File: config.mk
export PLATFORM = sky130hd
export DESIGN_NAME = spi_rx_fifo
export DESIGN_NICKNAME = d
export VERILOG_FILES = /design/src/rtl/spi_pkg.sv /design/src/rtl/spi_rx_sync_fifo.sv /design/src/rtl/spi_rx_fifo.sv
export SDC_FILE = /design/constraint.sdc
export NUM_CORES = 1
export LEC_CHECK = 0
export BUFFER_PORTS_ARGS = -buffer_cell sky130_fd_sc_hd__buf_4
export CORE_MARGIN = 2
export CORE_UTILIZATION = 35
export CTS_CLUSTER_DIAMETER = 120
export DETAILED_ROUTE_END_ITERATION = 6
export MAX_ROUTING_LAYER = met4
export SLEW_MARGIN = 40
export SYNTH_ARGS = -nofsm -noshare
export SYNTH_HDL_FRONTEND = slang
export SYNTH_SLANG_ARGS = --single-unit
File: constraint.sdc
create_clock -name clk -period 3.75 [get_ports clk]
set_input_delay 0.75 -clock clk [delete_from_list [all_inputs] [get_ports clk]]
set_output_delay 0.75 -clock clk [all_outputs]
set_load 0.005 [all_outputs]
File: src/rtl/spi_pkg.sv
// spi_pkg: shared SPI mode encodings, receiver FSM states and FIFO count width helper
package spi_pkg;
  localparam logic [1:0] SPI_MODE0 = 2'b00;
  localparam logic [1:0] SPI_MODE1 = 2'b01;
  localparam logic [1:0] SPI_MODE2 = 2'b10;
  localparam logic [1:0] SPI_MODE3 = 2'b11;
  typedef enum logic {IDLE, ACTIVE} spi_rx_state_t;
  function automatic int cnt_w(input int depth);
    return $clog2(depth) + 1;
  endfunction
endpackage

File: src/rtl/spi_rx_sync_fifo.sv
// spi_rx_sync_fifo: single-clock first-word-fall-through FIFO
// Ports: clk/rst (async high), push/din write side, pop read side (ignored when empty),
// dout head word, count occupancy 0..DEPTH, full/empty status.
module spi_rx_sync_fifo
  import spi_pkg::*;
#(
  parameter int WIDTH = 8,
  parameter int DEPTH = 16
) (
  input  logic                      clk,
  input  logic                      rst,
  input  logic                      push,
  input  logic [WIDTH-1:0]          din,
  input  logic                      pop,
  output logic [WIDTH-1:0]          dout,
  output logic [cnt_w(DEPTH)-1:0]   count,
  output logic                      full,
  output logic                      empty
);
  localparam int AW = $clog2(DEPTH);
  localparam int CW = cnt_w(DEPTH);
  logic [WIDTH-1:0] mem [DEPTH];
  logic [AW-1:0] wp, rp;
  logic do_push, do_pop;
  assign full = count == CW'(DEPTH);
  assign empty = count == '0;
  assign do_pop = pop & ~empty;
  // a pop in the same cycle frees the slot a full-FIFO push needs
  assign do_push = push & (~full | do_pop);
  assign dout = mem[rp];
  always_ff @(posedge clk or posedge rst) begin
    if (rst) begin
      wp <= '0;
      rp <= '0;
      count <= '0;
    end else begin
      wp <= wp + AW'(do_push);
      rp <= rp + AW'(do_pop);
      count <= count + CW'(do_push) - CW'(do_pop);
    end
  end
  always_ff @(posedge clk) begin
    if (do_push) mem[wp] <= din;
  end
endmodule

File: src/rtl/spi_rx_fifo.sv
// spi_rx_fifo: parametrised SPI slave receiver (any mode, MSB/LSB first) feeding a receive FIFO
// Ports: clk/rst (async high); sck/ssel/mosi async SPI pins; rd_en pops head, clr_ovr clears
// sticky flags; rd_data FWFT head, rd_valid not empty, fifo_count occupancy, overrun sticky drop
// flag, busy synchronised select. Define SPI_RX_FRAME_ERR_EN to add sticky frame_err output.
module spi_rx_fifo
  import spi_pkg::*;
#(
  parameter int WIDTH     = 8,
  parameter int DEPTH     = 16,
  parameter int CPOL      = 0,
  parameter int CPHA      = 0,
  parameter int MSB_FIRST = 1
) (
  input  logic                    clk,
  input  logic                    rst,
  input  logic                    sck,
  input  logic                    ssel,
  input  logic                    mosi,
  input  logic                    rd_en,
  input  logic                    clr_ovr,
  output logic [WIDTH-1:0]        rd_data,
  output logic                    rd_valid,
  output logic [cnt_w(DEPTH)-1:0] fifo_count,
  output logic                    overrun,
`ifdef SPI_RX_FRAME_ERR_EN
  output logic                    frame_err,
`endif
  output logic                    busy
);
  localparam int BW = $clog2(WIDTH);
  logic [2:0] sck_s, ssel_s;
  logic [1:0] mosi_s;
  spi_rx_state_t state, nstate;
  logic [BW-1:0] bitcnt;
  logic [WIDTH-1:0] shreg;
  logic word_done, sample, shift_en, last, full, empty, drop;
  always_ff @(posedge clk or posedge rst) begin
    if (rst) begin
      sck_s <= {3{CPOL != 0}};
      ssel_s <= '1;
      mosi_s <= '0;
    end else begin
      sck_s <= {sck_s[1:0], sck};
      ssel_s <= {ssel_s[1:0], ssel};
      mosi_s <= {mosi_s[0], mosi};
    end
  end
  // first edge is the sample edge for CPHA=0; with CPOL=1 the first edge is falling
  assign sample = (CPOL == CPHA) ? (sck_s[1] & ~sck_s[2]) : (~sck_s[1] & sck_s[2]);
  assign last = bitcnt == BW'(WIDTH - 1);
  assign busy = ~ssel_s[2];
  assign rd_valid = ~empty;
  assign drop = word_done & full & ~rd_en;
  always_comb begin
    nstate = ssel_s[2] ? IDLE : ACTIVE;
    shift_en = (state == ACTIVE) & ~ssel_s[2] & sample;
  end
  always_ff @(posedge clk or posedge rst) begin
    if (rst) begin
      state <= IDLE;
      bitcnt <= '0;
      shreg <= '0;
      word_done <= 1'b0;
      overrun <= 1'b0;
    end else begin
      state <= nstate;
      bitcnt <= (state == IDLE) ? '0 : shift_en ? (last ? '0 : BW'(bitcnt + 1'b1)) : bitcnt;
      shreg <= !shift_en ? shreg :
               (MSB_FIRST != 0) ? {shreg[WIDTH-2:0], mosi_s[1]} : {mosi_s[1], shreg[WIDTH-1:1]};
      word_done <= shift_en & last;
      overrun <= drop | (overrun & ~clr_ovr);
    end
  end
`ifdef SPI_RX_FRAME_ERR_EN
  always_ff @(posedge clk or posedge rst) begin
    if (rst) frame_err <= 1'b0;
    else frame_err <= (state == ACTIVE && ssel_s[2] && bitcnt != '0) | (frame_err & ~clr_ovr);
  end
`endif
  spi_rx_sync_fifo #(.WIDTH(WIDTH), .DEPTH(DEPTH)) u_fifo (
    .clk(clk),
    .rst(rst),
    .push(word_done),
    .din(shreg),
    .pop(rd_en),
    .dout(rd_data),
    .count(fifo_count),
    .full(full),
    .empty(empty)
  );
endmodule

==> flow_metrics.env <==
export IMPL_numCtsBuffers=17
export IMPL_synth_compound_area_frac=0.0271
export IMPL_first_pass_iters=4
export IMPL_drt_total_wl_um=11100
export IMPL_synthAdderAreaFrac=0.0267
export IMPL_synth_cells=325
export IMPL_cts_buffer_depth=2
export IMPL_synth_cell_types=38
export IMPL_clock_sinks=163
export IMPL_grt_pass1_wl_um=17800
export IMPL_r2r_start="u_fifo.count[2]"
export IMPL_avgRoutedWirePerCell_um=18.2
export IMPL_first_iter_violations=199
export IMPL_max_stage_delay_ps=670
export IMPL_reg2reg_depth=10
export IMPL_antenna_found_initial=0
export IMPL_finalCritPeriodShare=0.852
export IMPL_ant_nets=0
export IMPL_synth_seq_cells=163
export IMPL_pwr_density_cell_nw_per_um2=693
export IMPL_multi_input_area_um2=1550
export IMPL_layout_drive_gt1_share=0.298
export IMPL_holdCritPathClass="reg -> reg"
export IMPL_place_ws_ps=775
export IMPL_cp_buffers_inverters=2
export IMPL_overflow=0
export IMPL_ys_flop_type="edfxtp_1"
export IMPL_fin_cells=611
export IMPL_htreeDepth=4
export IMPL_port_buffers=22
export IMPL_leakage_uw=0.00271
export IMPL_n_fill_cell=1573
export IMPL_critPathSlowestCell="dfrtp_2"
export IMPL_synthXorXnorAreaFrac=0.0110
export IMPL_synth_simple_area_share=0.0406
export IMPL_grt_use_total=0.127
export IMPL_clk_latency_ps=420
export IMPL_finalMaxSlewViolations=0
export IMPL_endpoint_kind="primary output"
export IMPL_layout_common_cells="edfxtp_1, buf_4, dfrtp_1, mux4_2, clkbuf_16"
export IMPL_synth_top_family_by_area="multiplexers"
export IMPL_path_cells="buf_4, mux4_2, a22oi_1, nand2_1, buf_4"
export IMPL_die_x_um=139
export IMPL_clock_root_buffer="clkbuf_16"
export IMPL_cp_arrival_ps=2440
export IMPL_ff2ff_setup_slack_ps=770
export IMPL_rsz0062_at_grt="no"
export IMPL_cp_data_required_time_ps=3000
export IMPL_place_gp_congestion=0.704
export IMPL_startpoint_type="flop"
export IMPL_cts_setup_buffers=0
export IMPL_ys_seq_area_frac=0.740
export IMPL_dp_hpwl_um=7210
export IMPL_route_vias_total=3009
export IMPL_critPathMaxFanout=15
export IMPL_viasPerCell=4.92
export IMPL_cts_tree="built"
export IMPL_die_area_um2=19300
export IMPL_setup_viol_count_final=0
export IMPL_peakVddDrop_mv=0.383
export IMPL_cap_viol_max_count=0
export IMPL_mostFrequentLayoutCell="edfxtp_1"
export IMPL_finalHoldViolations=0
export IMPL_register_area_um2=4720
export IMPL_hold_buffers=0
export IMPL_finish_instance_area_um2=7500
export IMPL_rr_endpoint="u_fifo.count[4]"
export IMPL_avgSynthCellArea_um2=19.6
export IMPL_worst_slew_pin_slew_ps=789
export IMPL_initial_core_util=0.356
export IMPL_synthesis_nets=345
export IMPL_dp_cells=580
export IMPL_muxShareOfSynthArea=0.132
export IMPL_clock_fmax_ghz=0.313
export IMPL_fin_tns_setup_ps=0
export IMPL_max_slew_margin_rel=0.473
export IMPL_startpoint="u_fifo.rp[0]"
export IMPL_post_cts_resized=0
export IMPL_grt_max_degree=35
export IMPL_num_antenna_cells=0
export IMPL_final_setup_skew_ps=9.43
export IMPL_crit_cells=5
export IMPL_criticalPathCategory="reg -> out"
export IMPL_crit_path_frequent_cell="buf_4"
export IMPL_coreArea_um2=17900
export IMPL_async_flop_share=0.215
export IMPL_area_delta_synth_final_pct=17.6
export IMPL_grt_pass1_vias=3154
export IMPL_ios=23
export IMPL_period_minus_slack_ps=3190
export IMPL_synth_edf_count=128
export IMPL_rows=49
export IMPL_endpoint="rd_data[7]"
export IMPL_postLayoutSetupSlackWorst_ps=557
export IMPL_place_area_um2=6910
export IMPL_outcome="finished, final reports clean"
export IMPL_synth_area_um2=6380
export IMPL_finalNetCount=390
export IMPL_final_util=0.419
export IMPL_route_detailed_drc=0
export IMPL_die_h_um=139
export IMPL_ys_warn_count=0
export IMPL_path_clk_slew_ps=60
export IMPL_critPathTopFamily="flip-flops"
metal layers:
| layer | vias to the layer above | global-route usage | part of all wire |
|---|---|---|---|
| met2 | 55 | 0.199 | 0.50 |
| met1 | 1549 | 0.159 | 0.44 |
| met5 | - | - | 0 |
| li1 | 1390 | - | - |
| met4 | 0 | 0.0510 | 0.015 |
| met3 | 15 | 0.0342 | 0.041 |
flip-flops by register name, summed over array words and instances, names as in the netlist:
name and cells:
u_fifo.mem 128, shreg 8, u_fifo.count 5, u_fifo.rp 4, u_fifo.wp 4, bitcnt 3, sck_s 3, ssel_s 3
mosi_s 2, overrun 1, state 1, word_done 1
final cells by class:
cell class / instances / area share
timing repair buffer: 42 / 0.0420
clock inverter: 12 / 0.0205
tap: 229 / 0.0382
clock buffer: 19 / 0.0577
inverter: 11 / 0.00551
multi-input combinational: 135 / 0.206
sequential: 163 / 0.630
worst register-to-register path, stage by stage, from the launching register on:
cell and delay, ps:
dfrtp_1 400, inv_1 90, ha_1 150, or3b_1 400, o21ai_2 640, inv_1 180, ha_1 260, fa_1 400
a21oi_1 140, o21bai_1 90, xnor2_1 130
cells by family (layout without fill, tap and decap cells):
| kind of cell | after synthesis | in the layout |
|---|---|---|
| flops | 163 | 163 |
| simple gates | 49 | 49 |
| mux | 41 | 41 |
| buf+inv | 27 | 84 |
| compound gates | 24 | 24 |
| fa+ha+maj | 13 | 13 |
| xor+xnor | 8 | 8 |
where the power goes:
part           internal, µW  switching (µW)
Sequential             2140             203
Combinational           611             530
Clock                  1050             675
how the worst min path moves through the flow:
stage	slack, ps	cells after the start	from	to
after floorplan	330	0	mosi_s[0]	mosi_s[1]
after global placement	340	0	sck_s[0]	sck_s[1]
after detailed placement	340	0	sck_s[0]	sck_s[1]
after CTS	360	0	ssel_s[1]	ssel_s[2]
after global routing	360	0	ssel_s[0]	ssel_s[1]
final	350	0	sck_s[0]	sck_s[1]
through the flow:
step	total power [µW]	hold slack (ps)
finish	5200	355
global route	5460	359
CTS	5280	356
detailed placement	3550	343
global placement	3520	336
floorplan	3130	331
synth_stat cells, drive strengths merged, types with 2 or more instances:
cell type,count,area [µm²]
mux2,8,90.1
xnor2,3,26.3
nand2,14,52.6
dfstp,3,78.8
xor2,5,43.8
dfrtp,32,801
nor4,6,37.5
nor2b,3,18.8
buf,10,78.8
nor3,9,45.0
ha,12,150
and2,3,18.8
nor2,3,11.3
nand3,2,10.0
a21oi,2,10.0
mux4,32,739
nand2b,5,31.3
clkbuf,6,23.8
inv,11,41.3
o21ai,3,18.8
a22oi,16,120
edfxtp,128,3840
No activity file was read; power rests on OpenSTA's default activity.
